[config.mk]
export PLATFORM = sky130hd
export DESIGN_NAME = operand_fetch_flat
export DESIGN_NICKNAME = d
export VERILOG_FILES = /design/src/rtl/operand_fetch_if.sv /design/src/rtl/operand_fetch.sv /design/src/flat_wrapper.sv
export SDC_FILE = /design/constraint.sdc
export NUM_CORES = 1
export LEC_CHECK = 0
export ABC_AREA = 1
export CAP_MARGIN = 20
export CORE_MARGIN = 8
export CORE_UTILIZATION = 33
export CTS_CLUSTER_DIAMETER = 30
export DETAILED_ROUTE_END_ITERATION = 10
export PLACE_DENSITY = 0.72
export SLEW_MARGIN = 10
export SYNTH_ARGS = -nofsm -noshare
export SYNTH_HDL_FRONTEND = slang
export SYNTH_SLANG_ARGS = --single-unit
[constraint.sdc]
create_clock -name clk -period 2.63 [get_ports clk]
set_clock_uncertainty 0.05 [all_clocks]
set_input_delay 0.263 -clock clk [delete_from_list [all_inputs] [get_ports clk]]
set_output_delay 0.263 -clock clk [all_outputs]
set_load 0.1 [all_outputs]
[src/rtl/operand_fetch_if.sv]
// Bundle of the instruction, register-file and ALU-side signals around operand_fetch.
// The master modport is the operand stage itself; slave is its surrounding environment.
interface operand_fetch_if #(
  parameter int DATA_W = 16,
  parameter int ADDR_W = 5,
  parameter int OPC_W  = 6
);
  localparam int INSTR_W = OPC_W + 2 * ADDR_W;

  // Instruction stream from decode
  logic               in_valid;
  logic               in_ready;
  logic [INSTR_W-1:0] in_instr;

  // Register file read port (registered read data)
  logic               reg_read_en;
  logic [ADDR_W-1:0]  reg_read_addr_1;
  logic [ADDR_W-1:0]  reg_read_addr_2;
  logic [DATA_W-1:0]  reg_read_data_1;
  logic [DATA_W-1:0]  reg_read_data_2;

  // Monitor copy of the register file write port
  logic               wb_write_en;
  logic [ADDR_W-1:0]  wb_write_dest;
  logic [DATA_W-1:0]  wb_write_data;

  // Operands to the ALU
  logic               out_valid;
  logic               out_ready;
  logic [OPC_W-1:0]   out_opcode;
  logic [ADDR_W-1:0]  out_rd;
  logic [DATA_W-1:0]  out_op_a;
  logic [DATA_W-1:0]  out_op_b;

  modport master (
    input  in_valid, in_instr,
    output in_ready,
    output reg_read_en, reg_read_addr_1, reg_read_addr_2,
    input  reg_read_data_1, reg_read_data_2,
    input  wb_write_en, wb_write_dest, wb_write_data,
    output out_valid, out_opcode, out_rd, out_op_a, out_op_b,
    input  out_ready
  );

  modport slave (
    output in_valid, in_instr,
    input  in_ready,
    input  reg_read_en, reg_read_addr_1, reg_read_addr_2,
    output reg_read_data_1, reg_read_data_2,
    output wb_write_en, wb_write_dest, wb_write_data,
    input  out_valid, out_opcode, out_rd, out_op_a, out_op_b,
    output out_ready
  );
endinterface

[src/rtl/operand_fetch.sv]
// Decode-to-execute operand stage: reads both source registers and hands them to the ALU.
// Define OPFETCH_FWD_EN to forward write-back data on a DATA-cycle collision instead of re-reading.
module operand_fetch #(
  parameter int DATA_W = 16,
  parameter int ADDR_W = 5,
  parameter int OPC_W  = 6,
  parameter int CNT_W  = 8
) (
  input  logic             clk,
  input  logic             rst,
  operand_fetch_if.master  bus,
  output logic [CNT_W-1:0] blk_cnt,
  output logic [1:0]       state_dbg
);
  localparam int INSTR_W = OPC_W + 2 * ADDR_W;

`ifdef OPFETCH_FWD_EN
  localparam bit FWD_EN = 1'b1;
`else
  localparam bit FWD_EN = 1'b0;
`endif

  typedef enum logic [1:0] {
    ST_IDLE  = 2'd0,
    ST_READ  = 2'd1,
    ST_DATA  = 2'd2,
    ST_VALID = 2'd3
  } state_t;

  state_t             state;
  state_t             state_n;
  logic [INSTR_W-1:0] instr_q;
  logic [DATA_W-1:0]  op_a_q;
  logic [DATA_W-1:0]  op_b_q;
  logic [CNT_W-1:0]   blk_cnt_q;
  logic [ADDR_W-1:0]  rs1;
  logic [ADDR_W-1:0]  rs2;
  logic               coll_a;
  logic               coll_b;
  logic               in_ready_c;
  logic               accept;
  logic               capture;
  logic               blocked;

  // Handshakes: a transfer happens on a rising edge where valid & ready are both
  // high; a sender holds valid and payload stable until that edge, and out_* here
  // never change while out_valid is high and out_ready is low.

  assign rs1 = instr_q[2*ADDR_W-1:ADDR_W];
  assign rs2 = instr_q[ADDR_W-1:0];

  // A write-back to a source register while its read data is on the bus makes that data stale.
  assign coll_a = bus.wb_write_en && (bus.wb_write_dest == rs1);
  assign coll_b = bus.wb_write_en && (bus.wb_write_dest == rs2);

  always_comb begin
    state_n    = state;
    in_ready_c = 1'b0;
    capture    = 1'b0;
    case (state)
      ST_IDLE: begin
        in_ready_c = 1'b1;
        if (bus.in_valid) state_n = ST_READ;
      end
      ST_READ: begin
        // The register file gives the write port priority, so a write cancels this read.
        if (!bus.wb_write_en) state_n = ST_DATA;
      end
      ST_DATA: begin
        if (!FWD_EN && (coll_a || coll_b)) begin
          state_n = ST_READ;
        end else begin
          capture = 1'b1;
          state_n = ST_VALID;
        end
      end
      ST_VALID: begin
        if (bus.out_ready) begin
          in_ready_c = 1'b1;
          state_n    = bus.in_valid ? ST_READ : ST_IDLE;
        end
      end
      default: state_n = ST_IDLE;
    endcase
  end

  assign accept  = bus.in_valid && in_ready_c;
  assign blocked = (state == ST_READ) && bus.wb_write_en;

  always_ff @(posedge clk or posedge rst) begin
    if (rst) begin
      state <= ST_IDLE;
    end else begin
      state <= state_n;
    end
  end

  always_ff @(posedge clk or posedge rst) begin
    if (rst) begin
      instr_q   <= '0;
      op_a_q    <= '0;
      op_b_q    <= '0;
      blk_cnt_q <= '0;
    end else begin
      if (accept) instr_q <= bus.in_instr;
      if (capture) begin
        op_a_q <= (FWD_EN && coll_a) ? bus.wb_write_data : bus.reg_read_data_1;
        op_b_q <= (FWD_EN && coll_b) ? bus.wb_write_data : bus.reg_read_data_2;
      end
      if (blocked && (blk_cnt_q != {CNT_W{1'b1}})) blk_cnt_q <= blk_cnt_q + 1'b1;
    end
  end

  assign bus.in_ready        = in_ready_c;
  assign bus.reg_read_en     = (state == ST_READ);
  assign bus.reg_read_addr_1 = rs1;
  assign bus.reg_read_addr_2 = rs2;
  assign bus.out_valid       = (state == ST_VALID);
  assign bus.out_opcode      = instr_q[INSTR_W-1:2*ADDR_W];
  assign bus.out_rd          = rs1;
  assign bus.out_op_a        = op_a_q;
  assign bus.out_op_b        = op_b_q;
  assign blk_cnt             = blk_cnt_q;
  assign state_dbg           = state;
endmodule

[src/flat_wrapper.sv]
// flat-port wrapper written by rule: the top's interface ports become plain ports
module operand_fetch_flat 
#(
  parameter int DATA_W = 16,
  parameter int ADDR_W = 5,
  parameter int OPC_W  = 6,
  parameter int CNT_W  = 8
)
  (clk, rst, blk_cnt, state_dbg, bus_in_valid, bus_in_instr, bus_in_ready, bus_reg_read_en, bus_reg_read_addr_1, bus_reg_read_addr_2, bus_reg_read_data_1, bus_reg_read_data_2, bus_wb_write_en, bus_wb_write_dest, bus_wb_write_data, bus_out_valid, bus_out_opcode, bus_out_rd, bus_out_op_a, bus_out_op_b, bus_out_ready);
  operand_fetch_if #(.DATA_W(DATA_W), .ADDR_W(ADDR_W), .OPC_W(OPC_W)) bus_i ();
  input  logic clk;
  input  logic rst;
  output logic [CNT_W-1:0] blk_cnt;
  output logic [1:0] state_dbg;
  input wire logic [$bits(bus_i.in_valid)-1:0] bus_in_valid;
  input wire logic [$bits(bus_i.in_instr)-1:0] bus_in_instr;
  output wire logic [$bits(bus_i.in_ready)-1:0] bus_in_ready;
  output wire logic [$bits(bus_i.reg_read_en)-1:0] bus_reg_read_en;
  output wire logic [$bits(bus_i.reg_read_addr_1)-1:0] bus_reg_read_addr_1;
  output wire logic [$bits(bus_i.reg_read_addr_2)-1:0] bus_reg_read_addr_2;
  input wire logic [$bits(bus_i.reg_read_data_1)-1:0] bus_reg_read_data_1;
  input wire logic [$bits(bus_i.reg_read_data_2)-1:0] bus_reg_read_data_2;
  input wire logic [$bits(bus_i.wb_write_en)-1:0] bus_wb_write_en;
  input wire logic [$bits(bus_i.wb_write_dest)-1:0] bus_wb_write_dest;
  input wire logic [$bits(bus_i.wb_write_data)-1:0] bus_wb_write_data;
  output wire logic [$bits(bus_i.out_valid)-1:0] bus_out_valid;
  output wire logic [$bits(bus_i.out_opcode)-1:0] bus_out_opcode;
  output wire logic [$bits(bus_i.out_rd)-1:0] bus_out_rd;
  output wire logic [$bits(bus_i.out_op_a)-1:0] bus_out_op_a;
  output wire logic [$bits(bus_i.out_op_b)-1:0] bus_out_op_b;
  input wire logic [$bits(bus_i.out_ready)-1:0] bus_out_ready;
  assign bus_i.in_valid = bus_in_valid;
  assign bus_i.in_instr = bus_in_instr;
  assign bus_in_ready = bus_i.in_ready;
  assign bus_reg_read_en = bus_i.reg_read_en;
  assign bus_reg_read_addr_1 = bus_i.reg_read_addr_1;
  assign bus_reg_read_addr_2 = bus_i.reg_read_addr_2;
  assign bus_i.reg_read_data_1 = bus_reg_read_data_1;
  assign bus_i.reg_read_data_2 = bus_reg_read_data_2;
  assign bus_i.wb_write_en = bus_wb_write_en;
  assign bus_i.wb_write_dest = bus_wb_write_dest;
  assign bus_i.wb_write_data = bus_wb_write_data;
  assign bus_out_valid = bus_i.out_valid;
  assign bus_out_opcode = bus_i.out_opcode;
  assign bus_out_rd = bus_i.out_rd;
  assign bus_out_op_a = bus_i.out_op_a;
  assign bus_out_op_b = bus_i.out_op_b;
  assign bus_i.out_ready = bus_out_ready;
  operand_fetch #(.DATA_W(DATA_W), .ADDR_W(ADDR_W), .OPC_W(OPC_W), .CNT_W(CNT_W)) u_core (.clk(clk), .rst(rst), .bus(bus_i), .blk_cnt(blk_cnt), .state_dbg(state_dbg));
endmodule
* Word level (Yosys, flattened, before mapping)
Cells that the tools add are included.
** Storage, ports and cells
- Output and inout port bits :: 66
- Memories :: 0
- Flip-flop bits (word level) :: 58
- Bits in latches :: 0
- Word-level logic and storage cells :: 33
- Memory bits (writable) :: 0
- Memory bits (read-only) :: 0
** Operators by class
- Muxes and demuxes :: 10
- Shifts and indexed selects :: 0
- Divide/modulo/power cells :: 0
- Bitwise gates (word level) :: 0
- Reduce and logical (&&, ||, !) cells :: 8
- Add/subtract/negate cells :: 1
- Multiply operators :: 0
- Equal/unequal tests :: 9
- Magnitude comparators :: 0
** Operators with widths (count)
- == test 5 bit :: 2
- adder 8 x 1 -> 8 bit, second input constant :: 1
- 2-to-1 mux 2 bit :: 4
- != test 8 bit, second input constant :: 1
- one-hot mux 2 bit (4 select lines) :: 1
- logical AND 1 bit :: 5
- == test 2 bit, second input constant :: 2
- 2-to-1 mux 1 bit :: 4
- != test 2 bit, second input constant :: 2
- AND reduction 3 bit :: 1
- == test 2 x 1 -> 1 bit, second input constant :: 1
- logical NOT 2 bit :: 1
- != test 2 x 1 -> 1 bit, second input constant :: 1
- one-hot mux 1 bit (2 select lines) :: 1
- logical OR 1 bit :: 1

* Longest topological paths before layout
Gate-level depths: netlist (run 1).
- Depth in word-level cells :: 5
- Depth in mapped cells :: 10

* Worst setup path before layout (run 1)
Ideal clock, no wire load.
- Path kind :: register to register
- From :: reg u_core.state[0], in the netlist u_core.state_dbg[0]
- To :: reg u_core.instr_q[9]
- Path buffers :: 1
- Stages on the path, launching flop included :: 7
- Setup time :: 126 ps
- Arrival :: 3746 ps
- Setup slack :: -1292 ps
- Path through :: dfrtp_1 ha_1 nand2_1 a21oi_2 nand2_2 buf_6 mux2_4
** On the way
- Longest elaborated chain between the ends :: 3
- Elaborated cells between the ends (all ways) :: 4
- Those cells by class :: 1 x eq/ne; 1 x mux; 2 x reduce/logical
** Ends and longest elaborated chain
- start: declaration :: RTL line operand_fetch.sv:30 : state_t state;
- start signal: assignment :: RTL line operand_fetch.sv:94 : state <= state_n;
- == test 2 bit
- named net bus_out_valid :: RTL line flat_wrapper.sv:26 : output wire logic [$bits(bus_i.out_valid)-1:0] bus_out_valid;
- one-hot mux 1 bit (2 select lines) :: RTL line operand_fetch.sv:60 : case (state)
- named net bus_in_ready :: RTL line flat_wrapper.sv:17 : output wire logic [$bits(bus_i.in_ready)-1:0] bus_in_ready;
- logical AND 1 bit :: RTL line operand_fetch.sv:87 : assign accept = bus.in_valid && in_ready_c;
- end signal: assignment :: RTL line operand_fetch.sv:105 : if (accept) instr_q <= bus.in_instr;
- end: declaration :: RTL line operand_fetch.sv:32 : logic [INSTR_W-1:0] instr_q;
The timed path passes the listed nets, and every way through them passes these cells.
A chain may end at the register's enable or synchronous reset.

* Final worst setup path (run 1)
- From :: reg u_core.state[0], in the netlist u_core.state_dbg[0]
- To :: out bus_in_ready
** On the way
- Longest elaborated chain between the ends :: 2
- Elaborated cells between the ends (all ways) :: 3
- Those cells by class :: 1 x eq/ne; 1 x mux; 1 x reduce/logical
** Ends and longest elaborated chain (RTL line)
- == test 2 bit or logical NOT 2 bit (tied branches) :: operand_fetch.sv:60
- one-hot mux 1 bit (2 select lines) (*) :: operand_fetch.sv:60
- end: declaration :: flat_wrapper.sv:17
Mark *: on every way between the ends. The rest lies on a longest branch, timed or not.

==> flow_summary.json, run 1 <==
{
  "ant_nets": 0,
  "clk_latency_ns": 0.33,
  "synth_top_area_share": 0.522,
  "required_ns": 2.32,
  "cts_tree": "yes",
  "grt_pass1_vias": 2436,
  "hold_viol": 0,
  "dp_slack_ns": 0.430,
  "path_cells": "inv_1, ha_1, a21oi_4, buf_4",
  "avgSynthCellArea_um2": 9.30,
  "finalSetupViolCount": 0,
  "ys_seq_elements": 58,
  "synthFlopType": "dfrtp_1",
  "cts_buffers": 9,
  "grt_overflow_total": 0,
  "final_util": 0.501,
  "relSlewSlack": 0.544,
  "cts-root-buf": "clkbuf_8",
  "min_period_ns": 2.00,
  "path_delay_family": "flip-flops",
  "cp-end-kind": "output port",
  "die_y_um": 108,
  "synth_nets": 379,
  "worst_pin_slew_ns": 0.683,
  "antenna_cells": 0,
  "cp_slowest_cell": "dfrtp_2",
  "hold_buffers": 0,
  "synth_cell_types": 25,
  "cts_sinks": 58,
  "slowest_delay_ns": 0.45,
  "tns_ns": 0,
  "totalWireLength_mm": 7.58,
  "path_max_fanout": 7,
  "min_path_type": "primary input to asynchronous set/reset pin",
  "ys_warn_count": 0,
  "gp_congestion": 0.774,
  "cts_resized": 0,
  "cts_buffer_depth": 2,
  "synthTopCellsByCount": "nand2_1, dfrtp_1, nand3_1, inv_1, nor2_1",
  "fmax_ghz": 0.500,
  "path_clk_slew_ns": 0.06,
  "rsz0062_at_grt": "false",
  "grt_max_degree": 34,
  "setup_slack_ns": 0.629,
  "grt_usage": 0.132,
  "ys_seq_area_frac": 0.522,
  "multi_input_area_um2": 1140,
  "async_flop_share": 1.00,
  "cp.arrival_ns": 1.69,
  "pin_count": 140,
  "synth_edf_count": 0,
  "drive_gt1_frac": 0.260,
  "cts_setup_buffers": 0,
  "dp.final_hpwl_mm": 5.65,
  "syn_area_um2": 2780,
  "finalNetCount": 499,
  "drv_slew": 0,
  "dieArea_um2": 11600,
  "crit_buf_inv": 2,
  "layout-area-overhead-vs-synth_pct": 47.3,
  "synth.area.top_cells": "dfrtp_1, nand2_1, nand3_1, mux2_4, buf_6",
  "wl_per_cell_um": 14.4,
  "path_class": "register to output port",
  "crit_path_start_kind": "register",
  "coreArea_um2": 8180,
  "status": "complete, no violations",
  "htreeDepth": 3,
  "fillers": 773,
  "io_buffer_count": 123,
  "num_rows": 33,
  "drv_cap": 0,
  "grt_antenna_before_repair": 0,
  "yosysTopAreaCell": "dfrtp_1",
  "period_share": 0.761,
  "synthMostInstantiatedCell": "nand2_1",
  "routed_via_density": 4.60,
  "die_w_um": 108,
  "syn_inst": 299,
  "drt_pass1_iterations": 6,
  "grt_pass1_wl_mm": 12.3,
  "regArea_um2": 1450,
  "drtIter0Drc": 76,
  "start_util": 0.340,
  "num_vias": 2427,
  "drc": 0
}
metrics by stage:
step                area, um2  hold WS [ns]  cells
CTS                      4100        0.0361    528
floorplan                2810         0.351    299
detailed placement       3890         0.396    513
global placement         3890         0.413    513
finish                   4100        0.0600    528
global route             4100        0.0475    528
cells in the final DEF (no fill, tap or decap), drive strengths merged, types with 4 or more instances in the layout:
cell / netlist / routed
nand2: 102 / 102
buf: 15 / 69
dfrtp: 58 / 58
clkdlybuf4s50: 0 / 57
nand3: 36 / 36
inv: 21 / 21
nor2: 17 / 17
clkbuf: 2 / 13
mux2: 11 / 11
a21oi: 8 / 8
xnor2: 6 / 6
ha: 6 / 6
xor2: 5 / 5
o21ai: 5 / 5
nand4: 4 / 4
cell families after synthesis:
| family | share of synthesized area |
|---|---|
| buffers and inverters | 0.0783 |
| flip-flops | 0.522 |
| AND/OR/NAND/NOR | 0.248 |
| multiplexers | 0.0581 |
| AO/OA/AOI/OAI | 0.0324 |
| XOR/XNOR | 0.0347 |
| adder cells (fa/ha/maj) | 0.0270 |
per-layer routing:
metal / global-route usage / vias up / wire length [um]
met2: 0.214 / 91 / 3530
li1: - / 1195 / -
met4: 0.0446 / 0 / 78
met3: 0.0503 / 8 / 695
met5: 0 / - / 0
met1: 0.157 / 1133 / 3280
sequential cells by signal (all words and copies together), names as in the netlist:
register	cells
u_core.blk_cnt	8
u_core.bus.out_op_a	16
u_core.bus.out_op_b	16
u_core.instr_q	16
u_core.state_dbg	2
worst paths after layout:
kind,slack [ns],startpoint,to,cells past startpoint
worst max register to register,0.68,u_core.state_dbg[0],u_core.instr_q[5],5
min in group clk,0.43,u_core.bus.out_op_a[1],u_core.bus.out_op_a[1],2
worst min-delay path,0.06,rst,u_core.bus.out_op_b[12],2
max in group asynchronous,1.91,rst,u_core.bus.out_op_b[6],3
worst max-delay path,0.63,u_core.state_dbg[0],bus_in_ready,4
worst min register to register,0.43,u_core.bus.out_op_a[1],u_core.bus.out_op_a[1],2
layout make-up:
class	count	share of cell area
clock buffer	13	0.0412
clock inverter	2	0.00855
multi-input combinational	203	0.278
sequential	58	0.355
timing repair buffer	126	0.266
inverter	21	0.0192
tap	105	0.0321
Power of run 1 is not shown: default switching activity piles up to over one toggle a cycle in this logic, so the estimate is an artifact.
==> inputs of run 2 (changes only) <==
clock period = 1.97 ns   (was 2.63 ns; I/O delays follow)
==> flow_summary.json, run 2 (same netlist as run 1, synthesis figures left out) <==
{
  "met3_usage": 0.0593,
  "htreeDepth": 3,
  "grt_overflow_total": 0,
  "wl_per_cell_um": 14.0,
  "die_w_um": 108,
  "totalWireLength_mm": 7.47,
  "routed_via_density": 4.53,
  "grt_max_degree": 59,
  "grt_antenna_before_repair": 0,
  "path_class": "register to output port",
  "finalNetCount": 504,
  "min_path_type": "primary input to asynchronous set/reset pin",
  "clk_latency_ns": 0.33,
  "antenna_cells": 0,
  "required_ns": 1.72,
  "final_util": 0.515,
  "final_cell_mix": "nand2_1, buf_4, clkdlybuf4s50_1, dfrtp_1, nand3_1",
  "path_clk_slew_ns": 0.06,
  "drive_gt1_frac": 0.269,
  "path_max_fanout": 4,
  "cts_setup_buffers": 0,
  "cts_buffers": 9,
  "start_util": 0.340,
  "fmax_ghz": 0.550,
  "min_period_ns": 1.82,
  "drt_pass1_iterations": 4,
  "r2r_slack_ns": 0.23,
  "drtIter0Drc": 74,
  "period_share": 0.923,
  "crit_path_start_kind": "register",
  "drv_cap": 0,
  "ant_nets": 0,
  "num_vias": 2417,
  "gr-usage-met1": 0.150,
  "cts_buffer_depth": 2,
  "io_buffer_count": 123,
  "dieArea_um2": 11600,
  "layout-area-overhead-vs-synth_pct": 51.5,
  "cp-end-kind": "output port",
  "rsz0062_at_grt": "false",
  "hold_viol": 0,
  "pin_count": 140,
  "gp_congestion": 0.797,
  "die_y_um": 108,
  "fillers": 777,
  "busiest_layer": "met2",
  "worst_pin_slew_ns": 0.340,
  "grt_pass1_wl_mm": 12.1,
  "num_rows": 33,
  "grt_pass1_vias": 2505,
  "finalSetupViolCount": 0,
  "status": "complete, no violations",
  "drv_slew": 0,
  "grt_util_met2": 0.204,
  "coreArea_um2": 8180,
  "cts_tree": "yes",
  "hold_buffers": 0,
  "slowest_delay_ns": 0.45,
  "path_cells": "inv_1, ha_1, a21oi_4, buf_12",
  "cp.arrival_ns": 1.57,
  "mostFrequentLayoutCell": "nand2_1",
  "cts_sinks": 58,
  "dp.final_hpwl_mm": 5.55,
  "relSlewSlack": 0.773,
  "drc": 0,
  "cp_slowest_cell": "dfrtp_2",
  "grt_usage": 0.129,
  "cts-root-buf": "clkbuf_8"
}
[run 2: cell count changes in the layout (fill, tap and decap cells not counted), sizes merged]
cell  previous run  this run
buf             69        74
[run 2: final timing paths]
path | startpoint | to | depth (start not counted)
worst min register to register | u_core.bus.out_op_b[4] | u_core.bus.out_op_b[4] | 2
min in group clk | bus_reg_read_data_1[4] | u_core.bus.out_op_a[4] | 3
worst min-delay path | rst | u_core.bus.out_op_a[15] | 3
worst max register to register | u_core.state_dbg[0] | u_core.instr_q[2] | 7
worst max-delay path | u_core.state_dbg[0] | bus_in_ready | 4
max in group asynchronous | rst | u_core.state_dbg[0] | 3
[run 2: cell type report]
type | count | area [um2] | share of cell area
Clock buffer | 13 | 169 | 0.0401
Clock inverter | 2 | 35.0 | 0.00832
Inverter | 21 | 78.8 | 0.0187
Multi-Input combinational cell | 203 | 1140 | 0.271
Sequential cell | 58 | 1450 | 0.345
Tap cell | 105 | 131 | 0.0312
Timing Repair Buffer | 131 | 1200 | 0.285
[run 2: critical path, delay by kind of cell (launching register included)]
family | cells | cell delay, ns
DFF | 1 | 0.45
buffers and inverters | 2 | 0.34
adders and majority gates | 1 | 0.27
AOI/OAI and AO/OA | 1 | 0.19
[run 2: per-layer routing]
layer  routed length, um  vias up
li1                    -     1199
met1                3200     1127
met2                3470       82
met3                 724        9
met4                  84        0
met5                   0        -
[run 2: stage by stage]
| step | cell area [um2] | std cells | worst slack, ns | hold slack (ns) | setup TNS, ns |
|---|---|---|---|---|---|
| finish | 4210 | 533 | 0.152 | 0.172 | 0 |
| global route | 4210 | 533 | 0.0806 | 0.214 | 0 |
| global placement | 4000 | 518 | 0.133 | 0.414 | 0 |
| CTS | 4210 | 533 | 0.105 | 0.192 | 0 |
| floorplan | 2820 | 299 | -0.685 | 0.285 | -14.43 |
| detailed placement | 4000 | 518 | 0.121 | 0.416 | 0 |
[run 2: what timing repair did]
| item | CTS | global route |
|---|---|---|
| hold endpoints to repair | 0 | 0 |
| setup endpoints to repair | 0 | 2 |
| resized for setup | 0 | 1 |
Power of run 2 is left out for the same reason.
==> inputs of run 3 (changes only) <==
GPL_TIMING_DRIVEN = 0   (was default)
==> flow_summary.json, run 3 (same netlist as run 1, synthesis figures left out) <==
{
  "status": "complete, no violations",
  "cp-end-kind": "output port",
  "layout-area-overhead-vs-synth_pct": 56.5,
  "relSlewSlack": 0.334,
  "tns_ns": 0,
  "grt_pass1_wl_mm": 12.6,
  "hold_viol": 0,
  "die_w_um": 108,
  "finalNetCount": 513,
  "grt_overflow_total": 0,
  "dieArea_um2": 11600,
  "num_rows": 33,
  "drv_cap": 0,
  "clk_latency_ns": 0.33,
  "period_share": 0.961,
  "dp.final_hpwl_mm": 5.89,
  "min_path_type": "primary input to asynchronous set/reset pin",
  "ant_nets": 0,
  "dp_slack_ns": -0.471,
  "path_class": "register to output port",
  "gp_congestion": 0.719,
  "drive_gt1_frac": 0.153,
  "num_vias": 2435,
  "fmax_ghz": 0.528,
  "wl_per_cell_um": 14.3,
  "final_cell_mix": "nand2_1, clkdlybuf4s50_1, dlygate4sd2_1, dfrtp_1, nand3_1",
  "path_max_fanout": 4,
  "antenna_cells": 0,
  "mostFrequentLayoutCell": "nand2_1",
  "required_ns": 1.72,
  "grt_pass1_vias": 2500,
  "cp.arrival_ns": 1.65,
  "path_clk_slew_ns": 0.07,
  "totalWireLength_mm": 7.79,
  "drc": 0,
  "drt_pass1_iterations": 4,
  "drtIter0Drc": 67,
  "io_buffer_count": 123,
  "drv_slew": 0,
  "crit_path_start_kind": "register",
  "htreeDepth": 3,
  "pin_count": 140,
  "coreArea_um2": 8180,
  "cts_buffer_depth": 2,
  "rsz0062_at_grt": "false",
  "grt_max_degree": 31,
  "finalSetupViolCount": 0,
  "cts_sinks": 58,
  "die_y_um": 108,
  "setup_slack_ns": 0.0772,
  "min_period_ns": 1.89,
  "cts_buffers": 9,
  "routed_via_density": 4.48,
  "grt_usage": 0.136,
  "worst_pin_slew_ns": 1.00,
  "grt_antenna_before_repair": 0,
  "cts_tree": "yes",
  "start_util": 0.340,
  "cts-root-buf": "clkbuf_8"
}
-- run 3: path summary, 6_finish.rpt --
check	endpoint	cells past startpoint	slack [ns]	from
worst max-delay path	bus_reg_read_addr_1[2]	2	0.08	u_core.instr_q[7]
worst min-delay path	u_core.bus.out_op_a[15]	2	0.21	rst
worst max register to register	u_core.instr_q[5]	6	0.15	u_core.state_dbg[0]
worst min register to register	u_core.bus.out_op_b[9]	2	0.42	u_core.bus.out_op_b[9]
max in group asynchronous	u_core.state_dbg[0]	3	1.06	rst
min in group clk	u_core.bus.out_op_a[4]	3	0.36	bus_reg_read_data_1[4]
-- run 3: metrics by stage --
stage | instances | area [um2] | hold slack, ns | util
finish | 543 | 4350 | 0.211 | 0.532
global route | 543 | 4350 | 0.269 | 0.532
CTS | 544 | 4360 | 0.239 | 0.534
detailed placement | 528 | 4200 | 0.414 | 0.514
global placement | 527 | 4180 | 0.411 | 0.511
floorplan | 299 | 2820 | 0.285 | -
-- run 3: final cells by class --
cell class	count	area, um2
clock inverter	4	72.6
clock buffer	12	165
multi-input combinational	203	1140
buffer	16	143
sequential	58	1450
inverter	21	78.8
timing repair buffer	124	1170
fill	764	3820
tap	105	131
-- run 3: timing repair --
| item | 4_1_cts | 5_1_grt |
|---|---|---|
| resized for setup | 79 | 12 |
| setup endpoints to repair | 66 | 39 |
| buffers inserted | 0 | 0 |
| hold buffers | 0 | 0 |
-- run 3: routing by layer --
metal | global-route usage | share of wire | up-vias
met2 | 0.210 | 0.47 | 77
li1 | - | - | 1217
met5 | 0 | 0 | -
met3 | 0.0623 | 0.085 | 9
met1 | 0.168 | 0.44 | 1132
met4 | 0.0337 | 0.0078 | 0
-- run 3: worst max-delay path: stages, from the launching register on --
cell,delay [ns]
dfrtp_1,0.39
buf_4,0.12
clkdlybuf4s15_1,0.81
Power of run 3 is left out for the same reason.
